<file path="src/rtl/pipe_pkg.sv">
// Shared types and default widths for elastic pipeline stages.
// Ports: none (package only).
package pipe_pkg;

  localparam int PIPE_CTRL_W = 8;
  localparam int PIPE_DATA_W = 96;
  localparam int PIPE_CNT_W  = 16;

  typedef enum logic [1:0] {
    ST_EMPTY = 2'd0,
    ST_ONE   = 2'd1,
    ST_TWO   = 2'd2
  } pipe_state_t;

endpackage

</file>
<file path="src/rtl/pipe_sat_counter.sv">
// Saturating up-counter with async active-high reset.
// Ports: i_clk, i_rst, i_inc (count enable), o_cnt (value, holds at max).
module pipe_sat_counter #(
  parameter int CNT_W = 16
) (
  input  logic             i_clk,
  input  logic             i_rst,
  input  logic             i_inc,
  output logic [CNT_W-1:0] o_cnt
);

  logic [CNT_W-1:0] r_cnt;

  always_ff @(posedge i_clk or posedge i_rst) begin
    if (i_rst) begin
      r_cnt <= '0;
    end else if (i_inc && (r_cnt != '1)) begin
      r_cnt <= r_cnt + 1'b1;
    end
  end

  assign o_cnt = r_cnt;

endmodule

</file>
<file path="src/rtl/pipe_stage_elastic.sv">
// Elastic valid/ready pipeline register with flush and stall counter.
// Ports: clk, reset (async high), flush (sync squash),
//   in_valid/in_ready/in_ctrl/in_data (upstream),
//   out_valid/out_ready/out_ctrl/out_data (downstream),
//   stall_cnt (saturating back-pressure cycle count).
// Define SKID_BUF_EN for a one-entry skid buffer with a registered in_ready.
module pipe_stage_elastic
  import pipe_pkg::*;
#(
  parameter int CTRL_W = PIPE_CTRL_W,
  parameter int DATA_W = PIPE_DATA_W,
  parameter int CNT_W  = PIPE_CNT_W
) (
  input  logic              clk,
  input  logic              reset,
  input  logic              flush,
  input  logic              in_valid,
  output logic              in_ready,
  input  logic [CTRL_W-1:0] in_ctrl,
  input  logic [DATA_W-1:0] in_data,
  output logic              out_valid,
  input  logic              out_ready,
  output logic [CTRL_W-1:0] out_ctrl,
  output logic [DATA_W-1:0] out_data,
  output logic [CNT_W-1:0]  stall_cnt
);

  logic              r_out_valid;
  logic [CTRL_W-1:0] r_out_ctrl;
  logic [DATA_W-1:0] r_out_data;

  logic w_in_xfer;
  logic w_out_xfer;
  logic w_stall;

  assign w_in_xfer  = in_valid & in_ready;
  assign w_out_xfer = r_out_valid & out_ready;
  assign w_stall    = r_out_valid & ~out_ready;

`ifdef SKID_BUF_EN

  pipe_state_t       r_state;
  logic              r_in_ready;
  logic [CTRL_W-1:0] r_skid_ctrl;
  logic [DATA_W-1:0] r_skid_data;

  // in_ready comes straight from a flop: it drops only while the skid
  // slot is occupied, so out_ready never reaches it combinationally.
  assign in_ready = r_in_ready;

  always_ff @(posedge clk or posedge reset) begin
    if (reset) begin
      r_state     <= ST_EMPTY;
      r_in_ready  <= 1'b1;
      r_out_valid <= 1'b0;
      r_out_ctrl  <= '0;
      r_out_data  <= '0;
      r_skid_ctrl <= '0;
      r_skid_data <= '0;
    end else if (flush) begin
      r_state     <= ST_EMPTY;
      r_in_ready  <= 1'b1;
      r_out_valid <= 1'b0;
      r_out_ctrl  <= '0;
      r_skid_ctrl <= '0;
    end else begin
      unique case (r_state)
        ST_EMPTY: begin
          if (w_in_xfer) begin
            r_out_valid <= 1'b1;
            r_out_ctrl  <= in_ctrl;
            r_out_data  <= in_data;
            r_state     <= ST_ONE;
          end
        end
        ST_ONE: begin
          if (w_in_xfer && w_out_xfer) begin
            r_out_ctrl <= in_ctrl;
            r_out_data <= in_data;
          end else if (w_in_xfer) begin
            // Output is blocked: park the newer entry behind it.
            r_skid_ctrl <= in_ctrl;
            r_skid_data <= in_data;
            r_in_ready  <= 1'b0;
            r_state     <= ST_TWO;
          end else if (w_out_xfer) begin
            r_out_valid <= 1'b0;
            r_out_ctrl  <= '0;
            r_state     <= ST_EMPTY;
          end
        end
        ST_TWO: begin
          if (w_out_xfer) begin
            r_out_ctrl  <= r_skid_ctrl;
            r_out_data  <= r_skid_data;
            r_skid_ctrl <= '0;
            r_in_ready  <= 1'b1;
            r_state     <= ST_ONE;
          end
        end
        default: begin
          r_state     <= ST_EMPTY;
          r_in_ready  <= 1'b1;
          r_out_valid <= 1'b0;
          r_out_ctrl  <= '0;
        end
      endcase
    end
  end

`else

  assign in_ready = ~r_out_valid | out_ready;

  always_ff @(posedge clk or posedge reset) begin
    if (reset) begin
      r_out_valid <= 1'b0;
      r_out_ctrl  <= '0;
      r_out_data  <= '0;
    end else if (flush) begin
      r_out_valid <= 1'b0;
      r_out_ctrl  <= '0;
    end else if (w_in_xfer) begin
      r_out_valid <= 1'b1;
      r_out_ctrl  <= in_ctrl;
      r_out_data  <= in_data;
    end else if (w_out_xfer) begin
      // Payload is left in place; only control is squashed.
      r_out_valid <= 1'b0;
      r_out_ctrl  <= '0;
    end
  end

`endif

  assign out_valid = r_out_valid;
  assign out_ctrl  = r_out_ctrl;
  assign out_data  = r_out_data;

  pipe_sat_counter #(
    .CNT_W (CNT_W)
  ) u_stall_cnt (
    .i_clk (clk),
    .i_rst (reset),
    .i_inc (w_stall),
    .o_cnt (stall_cnt)
  );

endmodule

</file>
<file path="config.mk">
export PLATFORM = sky130hd
export DESIGN_NAME = pipe_stage_elastic
export DESIGN_NICKNAME = d
export VERILOG_FILES = /design/src/rtl/pipe_pkg.sv /design/src/rtl/pipe_sat_counter.sv /design/src/rtl/pipe_stage_elastic.sv
export SDC_FILE = /design/constraint.sdc
export NUM_CORES = 1
export LEC_CHECK = 0
export CAP_MARGIN = 20
export CORE_MARGIN = 5
export CORE_UTILIZATION = 40
export CTS_CLUSTER_SIZE = 12
export DETAILED_ROUTE_END_ITERATION = 10
export PLACE_DENSITY = 0.79
export SYNTH_ARGS = -nofsm -noshare
export SYNTH_HDL_FRONTEND = slang
export SYNTH_SLANG_ARGS = --single-unit
</file>
<file path="constraint.sdc">
create_clock -name clk -period 5.2 [get_ports clk]
set_input_delay 0.78 -clock clk [delete_from_list [all_inputs] [get_ports clk]]
set_output_delay 0.78 -clock clk [all_outputs]
set_load 0.005 [all_outputs]
</file>
**After elaboration in Yosys (flattened, before gate mapping)**

Cells that the tools add are included.

- Eq/ne operators: 1
- Bitwise operators: 7
- Reductions and logical operators: 3
- $add $sub $neg: 1
- Multiplexer cells: 6

Operator list:

| operator | number |
|---|---|
| $mux 8 | 3 |
| $add 16x1->16 const B | 1 |
| $ne 16x16->1 const B | 1 |
| $and 1x1->1 | 3 |
| $mux 1 | 3 |
| $not 1->1 | 3 |
| $reduce_bool 3->1 | 1 |
| $reduce_and 2->1 | 1 |
| $logic_and 1x1->1 | 1 |
| $or 1x1->1 | 1 |

- Output and inout bits: 122
- Logic and storage cells: 22
- Flip-flop bits (word level): 121

**Depth between registers and ports, before layout**

- Word-level depth: 5
- Depth in mapped cells: 6
- Depth with buffers taken out: 5

**By module**

From an unflattened synthesis, not the netlist that was laid out.

- Cell total of the unflattened synthesis: 325
- Area total of the unflattened synthesis: 4901.0 sq um

Modules (own cells, without submodules):

| module | area an instance (sq um) | cells each | seq. area each (sq um) | times used |
|---|---|---|---|---|
| pipe_stage_elastic | 4095.2 | 254 | 2627.5 | 1 |
| pipe_sat_counter | 805.8 | 71 | 400.4 | 1 |

**Worst setup path before layout**

OpenSTA, ideal clock, no wires.

- Kind: input port to flip-flop
- Start: in out_ready
- End: reg r_out_data[22], in the netlist out_data[22]
- Arrival: 1837 ps
- Cell stages on the path: 6
- Buffers on the path: 3
- Setup slack: 3236 ps
- Cells stage by stage: nor2b_1 > buf_2 > nor3b_4 > buf_4 > buf_6 > mux2_1

- Longest elaborated chain between the ends: 3

Ends and longest elaborated chain:

| element | line | text |
|---|---|---|
| start: declaration | pipe_stage_elastic.sv:22 | `input logic out_ready,` |
| $or 1x1->1 | pipe_stage_elastic.sv:113 | `assign in_ready = ~r_out_valid \| out_ready;` |
| $and 1x1->1 | pipe_stage_elastic.sv:36 | `assign w_in_xfer = in_valid & in_ready;` |
| $reduce_and 2->1 (no line) | -- |  |
| end signal: assignment | pipe_stage_elastic.sv:126 | `r_out_data <= in_data;` |
| end: declaration | pipe_stage_elastic.sv:30 | `logic [DATA_W-1:0] r_out_data;` |

No other way between the ends.
A chain may end at the register's enable or synchronous reset.

**Final worst setup path**

- Start: in out_ready
- End: out in_ready

- Longest elaborated chain between the ends: 1

Ends and longest elaborated chain:

| element | line | text |
|---|---|---|
| $or 1x1->1 | pipe_stage_elastic.sv:113 |  |
| end: declaration | pipe_stage_elastic.sv:18 | `output logic in_ready,` |

No other way between the ends.

==> results.md <==
- The fraction of met1 tracks used by global routing is 20.4%.
- The top cell type by area accounts for 64.1% of the synthesized area.
- The top flip-flop cell by instance count after synthesis is sky130_fd_sc_hd__dfrtp_1.
- At the end of routability-driven placement, the weighted congestion stood at 0.829.
- In this run the static leakage power is 3.19 nW.
- The via count of the first global-routing pass is 3723.
- The number of clock sinks is 121.
- In this design, the stage delay of the slowest critical-path cell is 0.51 ns.
- The number of distinct library cells after synthesis is 26.
- The number of iterations in the first detailed-routing pass is 4.
- 231 I/O pins were placed.
- The total die area is 14100 sq um.
- After layout, the worst path uses 60.9% of the clock period.
- The worst-case clock buffer depth is 2.
- Data arrives at the worst endpoint at 2.39 ns.
- The final routed wirelength across all metal layers is 12700 um.
- Fill cells in the final layout number 881.
- Sorting the synthesized cells by how often they occur yields 121 x sky130_fd_sc_hd__dfrtp_1, 53 x sky130_fd_sc_hd__mux2_1, 45 x sky130_fd_sc_hd__mux2_2.
- For the pin with the worst max-slew slack, the measured transition is 0.855 ns.
- The aggregate global routing overflow is 0.
- In this run, placement finished with an instance count of 666.
- Counting every net in the synthesized netlist gives 413.
- The number of synthesized flops with an enable pin is 0.
- Gates resized during post-CTS repair numbered 0.
- By area the synthesized netlist is led by sky130_fd_sc_hd__dfrtp_1 64%, sky130_fd_sc_hd__mux2_1 13%, sky130_fd_sc_hd__mux2_2 11%.
- In this run the horizontal extent of the chip is 119 um.
- The largest net degree at the start of global routing is 67.
- The number of antenna violations at the first check in global routing came to 0.
- Port buffering added 230 buffers.
- The wire length per cell is 18.2 um.
- Across the run, the number of max-cap violations was 0.
- The initial core utilization is 41.0%.
- The floorplan step defined a core boundary enclosing 11500 sq um.
- The cell with the largest stage delay on the worst path is sky130_fd_sc_hd__clkdlybuf4s50_1.
- After synthesis the netlist holds a flip-flop and latch count of 121.
- The most frequently used cell type in the post-synthesis netlist is sky130_fd_sc_hd__dfrtp_1.
- The CTS buffer count is 17.
- The global-route met2 utilization is 31.4%.
- The sequential element share of the synthesized area is 64.1%.
- The post-layout total power is 0.00289 W.
- The number of cell rows is 39.
- The cell chosen for the clock root is sky130_fd_sc_hd__clkbuf_16.
- Summed over all failing endpoints, the final setup total negative slack is 0 ns.
- The area growth from synthesis to layout is 62.3%.
- In this design, the critical path's most frequently occurring cell is sky130_fd_sc_hd__clkdlybuf4s50_1.
- TritonCTS built the clock tree.
- The share of post-route cells with drive strength above 1 is 14.6%.
- The post-synthesis average cell area is 15.6 sq um.
- The largest fanout on the critical path is 7.
- Summed over all instances, the cell type with the most area after synthesis is sky130_fd_sc_hd__dfrtp_1.
- The layer carrying the most global-route usage is met2.
- The required time of the critical path is 4.42 ns.
- The post-route antenna net violation count is 0.
- The worst setup path is captured at an output pin.
- The final net count is 652.
- The DRC violation count after routing is 0.
- The synthesized instance count is 303.
- The min-delay analysis places its worst path in the category flop to flop.
- For the finished layout, the period the worst path requires is 3.17 ns.
- The post-CTS clock slew at the launch and capture registers of the worst setup and hold paths is 0.05 ns.
- The launching element type of the critical path is a primary input.
- Dividing total power by cell area gives a power density of 377 nW/um^2.
- The first global-routing pass estimated 20200 um of wire.
- Traced cell by cell, the critical path runs through clkdlybuf4s50_1 > nor2b_1 > inv_1 > clkdlybuf4s50_1.
- Buffers added to address setup during post-CTS repair amount to 0.
- In this run the number of H-tree levels came out at 4.
- The via count is 3397.
- Setup repair after global routing left no endpoint under its margin.
- On the final layout, the worst clock skew is 0.0107 ns.
- In this run the tightest slew margin relative to its limit is 43.0%.
- The share of async-settable or async-resettable flops after synthesis is 100%.
- The number of non-filler instances in the completed layout is 697.
- Dividing the detail-routed via count by the number of cells gives 4.87.
- The setup violation total in the final timing report is 0.
- The Yosys step of the flow raised 0 warnings.
- The worst-case IR drop observed on VDD is 0.173 mV.
- The number of hold violations in the final report is 0.
- The starting DRC count in detailed routing is 166.
- The repair_antennas step left the layout with diodes totalling 0.
- The run finished with clean final reports.
- From bottom edge to top edge, the die measures 119 um.
- After synthesis the cells add up to 4720 sq um.
- The sum of net half-perimeters after detailed placement is 9390 um.
- The insertion delay of the later-clocked pin in the worst-skew pair is 0.40 ns.
- The post-route worst hold slack is 0.481 ns.
- The hold buffer count at CTS is 0.
- The final-report max-slew violation count is 0.
- The class of the most critical setup path is primary input to output pin.
- For met3 alone, demand over resource in global routing was 7.45%.
- Across every metal layer, demand over resource in global routing totals 18.2%.
- For this run, the top clock speed supported by timing is 316 MHz.
[path summary, 6_finish.rpt]
check                             startpoint            to  slack [ns]  cells after the start
worst max-delay path               out_ready      in_ready        2.03                      4
worst max register to register     out_valid  out_data[73]        3.10                      4
worst min register to register  out_data[20]  out_data[20]        0.48                      1
max in group asynchronous              reset  out_data[21]        3.37                      3
worst min-delay path            out_data[20]  out_data[20]        0.48                      1
min in group asynchronous              reset  out_data[68]        0.81                      2
[placed cells by master (no fill, tap or decap), drive strengths merged]
cell type / count
a21oi: 4
a22o: 8
a31oi: 3
and2: 1
and3: 6
and4: 3
buf: 4
bufinv: 1
clkbuf: 22
clkdlybuf4s50: 230
clkinv: 6
clkinvlp: 2
dfrtp: 121
ha: 1
inv: 2
mux2: 98
nand2: 3
nand3: 6
nand4: 9
nor2: 9
nor2b: 1
nor3: 1
nor3b: 1
o211ai: 1
xnor2: 8
xor2: 3
[registers in the layout (all words and copies together), names as in the netlist]
name and flops:
out_valid 1, u_stall_cnt.o_cnt 16, out_ctrl 8, out_data 96
[cell type report]
cell class	count	area, sq um	area share [%]
clock inverters	9	75.1	0.980
repair buffers	234	2330	30.4
well taps	143	179	2.34
clock buffers	22	464	6.06
inverters	2	10.0	0.131
flip-flops and latches	121	3030	39.5
multi-input cells	166	1570	20.5
[metal layers]
layer	vias up	part of all wire (%)
li1	1568	-
met1	1672	39
met2	147	51
met3	10	8.6
met4	0	0.94
met5	-	0
[cells by family after synthesis]
group                      after synthesis  share of synthesized area, %
AOI/OAI and AO/OA                       16                          2.70
xor gates and xnor gates                11                          2.04
adders and majority gates                1                         0.265
buffers and inverters                   16                          2.54
DFF                                    121                          64.1
muxes                                   98                          23.4
and+or+nand+nor                         40                          4.96
[worst max-delay path: cells and delay by family]
| family | cells | cell delay, ns |
|---|---|---|
| AND/OR/NAND/NOR | 1 | 0.46 |
| buffers and inverters | 3 | 1.15 |
[power by group]
group	switching [W]	total, W	internal, W
registers	0.0000956	0.00119	0.00109
logic	0.000196	0.000626	0.000430
clock network	0.000398	0.00107	0.000674
[stage by stage]
step | utilization, % | cell area, sq um | setup WS (ns)
2_1_floorplan | - | 4720 | 1.21
3_3_place_gp | 61.9 | 7120 | 2.10
3_5_place_dp | 61.9 | 7120 | 2.04
4_1_cts | 66.5 | 7660 | 2.04
5_1_grt | 66.5 | 7660 | 1.94
6_report | 66.5 | 7660 | 2.03
No activity file was read; power rests on OpenSTA's default activity.
